**src/rtl/dec_key_pkg.sv**
```systemverilog
// Shared key codes, FSM encoding and widths for the decimal key-entry writer.
package dec_key_pkg;

  localparam logic [3:0] KEY_ENTER = 4'hA;
  localparam logic [3:0] KEY_CLEAR = 4'hB;

  localparam int         ACC_W   = 10;
  localparam logic [1:0] ADR_DIG = 2'd2;

  typedef enum logic [2:0] {
    IDLE  = 3'd0,
    ADR   = 3'd1,
    DAT   = 3'd2,
    WRITE = 3'd3,
    ERR   = 3'd4
  } state_t;

endpackage

```
**src/rtl/dec_key_writer_acc.sv**
```systemverilog
// Decimal accumulator datapath: acc*10+digit built from shifts, plus the
// address/data range checks on the full accumulator width.
module dec_acc
  import dec_key_pkg::*;
#(
  parameter int ADR_W  = 4,
  parameter int DATA_W = 8
) (
  input  logic [ACC_W-1:0] acc,
  input  logic [3:0]       digit,
  output logic [ACC_W-1:0] acc_next,
  output logic             adr_ok,
  output logic             dat_ok
);

  localparam logic [ACC_W-1:0] ADR_MAX = ACC_W'((1 << ADR_W) - 1);
  localparam logic [ACC_W-1:0] DAT_MAX = ACC_W'((1 << DATA_W) - 1);

  // Only evaluated while acc <= 99, so the 10-bit result never overflows.
  assign acc_next = (acc << 3) + (acc << 1) + ACC_W'(digit);
  assign adr_ok   = (acc <= ADR_MAX);
  assign dat_ok   = (acc <= DAT_MAX);

endmodule

```
**src/rtl/dec_key_writer.sv**
```systemverilog
// Decimal keypad front end: collects an address then data bytes as decimal
// digits and issues one-cycle write strobes to the register file.
module dec_key_writer
  import dec_key_pkg::*;
#(
  parameter int ADR_W    = 4,
  parameter int DATA_W   = 8,
  parameter int MAX_DIG  = 3,
  parameter int AUTO_INC = 1
) (
  input  logic              clk,
  input  logic              clrn,
  input  logic              key_valid,
  input  logic [3:0]        key_code,
  output logic              wr_en,
  output logic [ADR_W-1:0]  wr_adr,
  output logic [DATA_W-1:0] wr_data,
  output logic [ACC_W-1:0]  acc_val,
  output logic [1:0]        dig_cnt,
  output logic [2:0]        state,
  output logic              err
);

  state_t              state_reg;
  logic [ACC_W-1:0]    acc_reg;
  logic [1:0]          dig_reg;
  logic [ADR_W-1:0]    adr_reg;
  logic [DATA_W-1:0]   data_reg;
  logic                wr_en_reg;
  logic                err_reg;

  logic [ACC_W-1:0]    acc_next;
  logic                adr_ok;
  logic                dat_ok;
  logic                is_digit;
  logic                is_enter;
  logic                is_clear;

  assign is_digit = key_valid && (key_code <= 4'd9);
  assign is_enter = key_valid && (key_code == KEY_ENTER);
  assign is_clear = key_valid && (key_code == KEY_CLEAR);

  dec_acc #(
    .ADR_W  (ADR_W),
    .DATA_W (DATA_W)
  ) u_acc (
    .acc      (acc_reg),
    .digit    (key_code),
    .acc_next (acc_next),
    .adr_ok   (adr_ok),
    .dat_ok   (dat_ok)
  );

  always_ff @(posedge clk or negedge clrn) begin
    if (!clrn) begin
      state_reg <= IDLE;
      acc_reg   <= '0;
      dig_reg   <= '0;
      adr_reg   <= '0;
      data_reg  <= '0;
      wr_en_reg <= 1'b0;
      err_reg   <= 1'b0;
    end else begin
      wr_en_reg <= 1'b0;
      // CLEAR wins over everything, including the WRITE cycle; address is kept.
      if (is_clear) begin
        state_reg <= IDLE;
        acc_reg   <= '0;
        dig_reg   <= '0;
        err_reg   <= 1'b0;
      end else begin
        case (state_reg)
          IDLE: begin
            if (is_digit) begin
              state_reg <= ADR;
              acc_reg   <= ACC_W'(key_code);
              dig_reg   <= 2'd1;
            end
          end
          ADR: begin
            if (is_digit) begin
              if (dig_reg != ADR_DIG) begin
                acc_reg <= acc_next;
                dig_reg <= dig_reg + 2'd1;
              end
            end else if (is_enter) begin
              if (adr_ok) begin
                adr_reg   <= acc_reg[ADR_W-1:0];
                acc_reg   <= '0;
                dig_reg   <= '0;
                state_reg <= DAT;
              end else begin
                state_reg <= ERR;
                err_reg   <= 1'b1;
              end
            end
          end
          DAT: begin
            if (is_digit) begin
              if (dig_reg != 2'(MAX_DIG)) begin
                acc_reg <= acc_next;
                dig_reg <= dig_reg + 2'd1;
              end
            end else if (is_enter && (dig_reg != 2'd0)) begin
              if (dat_ok) begin
                data_reg  <= acc_reg[DATA_W-1:0];
                wr_en_reg <= 1'b1;
                state_reg <= WRITE;
              end else begin
                state_reg <= ERR;
                err_reg   <= 1'b1;
              end
            end
          end
          WRITE: begin
            // Strobe is high for this single cycle; keys other than CLEAR are dropped.
            state_reg <= DAT;
            acc_reg   <= '0;
            dig_reg   <= '0;
            adr_reg   <= adr_reg + ADR_W'(AUTO_INC);
          end
          ERR: begin
            err_reg <= 1'b1;
          end
          default: begin
            state_reg <= IDLE;
          end
        endcase
      end
    end
  end

  assign wr_en   = wr_en_reg;
  assign wr_adr  = adr_reg;
  assign wr_data = data_reg;
  assign acc_val = acc_reg;
  assign dig_cnt = dig_reg;
  assign state   = state_reg;
  assign err     = err_reg;

endmodule

```
**config.mk**
```make
export PLATFORM = sky130hd
export DESIGN_NAME = dec_key_writer
export DESIGN_NICKNAME = d
export VERILOG_FILES = /design/src/rtl/dec_key_pkg.sv /design/src/rtl/dec_key_writer_acc.sv /design/src/rtl/dec_key_writer.sv
export SDC_FILE = /design/constraint.sdc
export NUM_CORES = 1
export LEC_CHECK = 0
export ABC_AREA = 1
export BUFFER_PORTS_ARGS = -buffer_cell sky130_fd_sc_hd__buf_2
export CORE_UTILIZATION = 52
export CTS_CLUSTER_DIAMETER = 60
export CTS_CLUSTER_SIZE = 10
export DETAILED_ROUTE_END_ITERATION = 7
export GPL_TIMING_DRIVEN = 0
export PLACE_DENSITY_LB_ADDON = 0.12
export REMOVE_ABC_BUFFERS = 1
export SKIP_LAST_GASP = 1
export SLEW_MARGIN = 15
export SYNTH_ARGS = -nofsm -noshare
export SYNTH_HDL_FRONTEND = slang
export SYNTH_SLANG_ARGS = --single-unit
```
**constraint.sdc**
```tcl
create_clock -name clk -period 2.9 [get_ports clk]
set_input_delay 0.29 -clock clk [delete_from_list [all_inputs] [get_ports clk]]
set_output_delay 0.29 -clock clk [all_outputs]
set_load 0.03 [all_outputs]
```
==> impl_metrics.env <==
export IMPL_ys_types=29
export IMPL_drtIter0Drc=122
export IMPL_p_per_area_nw_per_um2=1163
export IMPL_status="completed"
export IMPL_clk_pin_slew_ns=0.07
export IMPL_p_int_mw=1.382
export IMPL_cts_tree="yes"
export IMPL_routed_top_layer="met4"
export IMPL_seqPwrFrac_pct=23.2
export IMPL_fillers=397
export IMPL_grt_overflow_total=0
export IMPL_largest_reg_flops=10
export IMPL_synth_largest_area_cell="dfrtp_1"
export IMPL_finish_net_count=368
export IMPL_cts_root_buffer="clkbuf_8"
export IMPL_timing_fmax_mhz=447.0
export IMPL_cp_end_kind="flop"
export IMPL_fin_skew_ns=0.008997
export IMPL_layout_commonest_cell="nand2_1"
export IMPL_slew_viol_final=0
export IMPL_post_drt_via_cell_ratio=5.189
export IMPL_grt_start_max_net_pins=30
export IMPL_cts_setup_buffers=0
export IMPL_switchingPower_mw=1.529
export IMPL_path_cells="inv_1, fa_1, inv_1, fa_1, nand3_1, nand3_1, xnor2_1, nor2_1, nand2_1, o21ai_1"
export IMPL_final_cell_mix="nand2_1, inv_1, buf_2"
export IMPL_drtAntennaViolNets=0
export IMPL_ys_seq_area_share_pct=33.35
export IMPL_synthCells=302
export IMPL_grt_pass1_vias=1952
export IMPL_dieArea_um2=4447
export IMPL_rr_startpoint="acc_val[0]$_DFFE_PN0P_"
export IMPL_start_util_pct=54.39
export IMPL_maxCapViolCount=0
export IMPL_area_delta_synth_final_pct=15.07
export IMPL_wl_met1_um=2401
export IMPL_drc=0
export IMPL_cp_required_ns=3.10
export IMPL_synth_warnings=0
export IMPL_grtUsageTotal_pct=25.05
export IMPL_p_clk_share_pct=15.2
export IMPL_crit_type="reg -> reg"
export IMPL_die_w_um=66.69
export IMPL_drive_gt1_share_pct=21.05
export IMPL_ctsHtreeMaxLevel=2
export IMPL_clock_sinks=29
export IMPL_die_y_um=66.69
export IMPL_cp_max_fo=4
export IMPL_max_slew_margin_rel_pct=56.67
export IMPL_grt_pass1_wl_um=8342
export IMPL_synth_area_um2=2176
export IMPL_dr_wl_met3_um=194
export IMPL_p_comb_share_pct=61.6
export IMPL_finalSetupTns_ns=0
export IMPL_wl_per_cell_um=12.39
export IMPL_routabilityCongestion=0.9104
export IMPL_synthTopCellsByArea="dfrtp_1, nand2_1, ha_1, inv_1, nor2_1"
export IMPL_critPathBufInv=2
export IMPL_dp_hpwl_um=3759
export IMPL_coreArea_um2=4000
export IMPL_critPathLaunchType="flop"
export IMPL_post_route_period_util_pct=77.15
export IMPL_wl_met2_um=2235
export IMPL_antenna_found_initial=0
export IMPL_p_total_mw=2.911
export IMPL_vias=2034
export IMPL_crit_start="acc_val[0]$_DFFE_PN0P_"
export IMPL_holdWs_ns=0.03774
export IMPL_insertion_delay_ns=0.28
export IMPL_hold_viol=0
export IMPL_crit_path_top_delay_cell="fa_1"
export IMPL_ys_seq_elements=29
export IMPL_ctsResizeCount=0
export IMPL_switching_share_pct=52.53
export IMPL_io_pins=36
export IMPL_max_clock_path_buffers=2
export IMPL_rows=23
export IMPL_irDropWorstVdd_mv=0.4996
export IMPL_cts_buffers_inserted=5
export IMPL_num_antenna_cells=0
export IMPL_cpLargestDelayFamily="adder cells"
export IMPL_synth_top_area_share_pct=33.35
export IMPL_post_route_min_period_ns=2.237
export IMPL_postCtsHoldBufs=0
export IMPL_cp_arrival_ns=2.44
export IMPL_leakagePower_nw=1.431
export IMPL_io_buffers=35
export IMPL_tightest_slew_ns=0.6499
export IMPL_hold_class="in -> async"
export IMPL_slowest_delay_ns=0.52
export IMPL_final_seq_area_um2=725.7
export IMPL_rsz0062_at_grt="no"
export IMPL_wl_um=4855
export IMPL_avgSynthCellArea_um2=7.205
export IMPL_setup_viol=0
export IMPL_multiInputGateArea_um2=1266
export IMPL_drtPass1Iterations=4
==> power by group through the flow <==
| stage | Clock, mW | Sequential, mW | Combinational, mW |
|---|---|---|---|
| after global placement | 0 | 0.680 | 1.76 |
| after global routing | 0.468 | 0.697 | 2.05 |
| final | 0.443 | 0.675 | 1.79 |
| after CTS | 0.448 | 0.676 | 1.80 |
| after floorplan | 0 | 0.883 | 1.15 |
| after detailed placement | 0 | 0.683 | 1.78 |
==> cells in the mapped netlist (all sizes together) <==
| master | instances |
|---|---|
| nand4 | 6 |
| inv | 41 |
| buf | 3 |
| xor2 | 1 |
| a21oi | 5 |
| nand2 | 106 |
| o21ai | 22 |
| nand3 | 23 |
| nor3 | 2 |
| xnor2 | 2 |
| a21boi | 1 |
| ha | 18 |
| fa | 2 |
| o21a | 1 |
| o211ai | 2 |
| nor2 | 36 |
| nand3b | 1 |
| dfrtp | 29 |
| a31o | 1 |
==> worst paths after layout <==
| path | endpoint | slack, ns | cells after the start |
|---|---|---|---|
| min reg2reg | wr_data[4]$_DFFE_PN0P_ | 0.48 | 2 |
| min | acc_val[9]$_DFFE_PN0P_ | 0.04 | 1 |
| max reg2reg | acc_val[6]$_DFFE_PN0P_ | 0.66 | 10 |
| max | acc_val[6]$_DFFE_PN0P_ | 0.66 | 10 |
| min in group clk | acc_val[1]$_DFFE_PN0P_ | 0.41 | 5 |
| max in group asynchronous | acc_val[7]$_DFFE_PN0P_ | 2.44 | 1 |
==> layer usage <==
metal	up-vias	global-route usage (%)
met5	-	0
met4	0	5.851
met3	2	6.164
met2	48	40.91
met1	949	33.08
li1	1035	-
==> metrics by stage <==
step / instance area (µm²) / worst slack (ns) / utilization [%] / std cells
5_1_grt: 2504 / 0.5232 / 62.59 / 392
3_3_place_gp: 2384 / 0.6721 / 59.59 / 384
2_1_floorplan: 2146 / 0.6304 / - / 299
4_1_cts: 2504 / 0.6569 / 62.59 / 392
3_5_place_dp: 2384 / 0.6698 / 59.59 / 384
6_report: 2504 / 0.6626 / 62.59 / 392
==> cell type report <==
cell class / instances / share of cell area, %
flip-flops and latches: 29 / 28.99
well taps: 50 / 2.499
multi-input cells: 229 / 50.57
clock inverters: 2 / 1.499
repair buffers: 35 / 6.997
inverters: 41 / 6.147
clock buffers: 6 / 3.298
==> logic make-up (layout without fill, tap and decap cells) <==
family / after synthesis / count (layout) / synth area share, %
AO/OA/AOI/OAI: 32 / 32 / 9.028
XOR/XNOR: 3 / 3 / 1.208
adder cells (fa/ha/maj): 20 / 20 / 12.19
buffers and inverters: 44 / 84 / 8.453
flip-flops: 29 / 29 / 33.35
AND/OR/NAND/NOR: 174 / 174 / 35.77
Note: power is estimated with default switching activity, not from simulation.
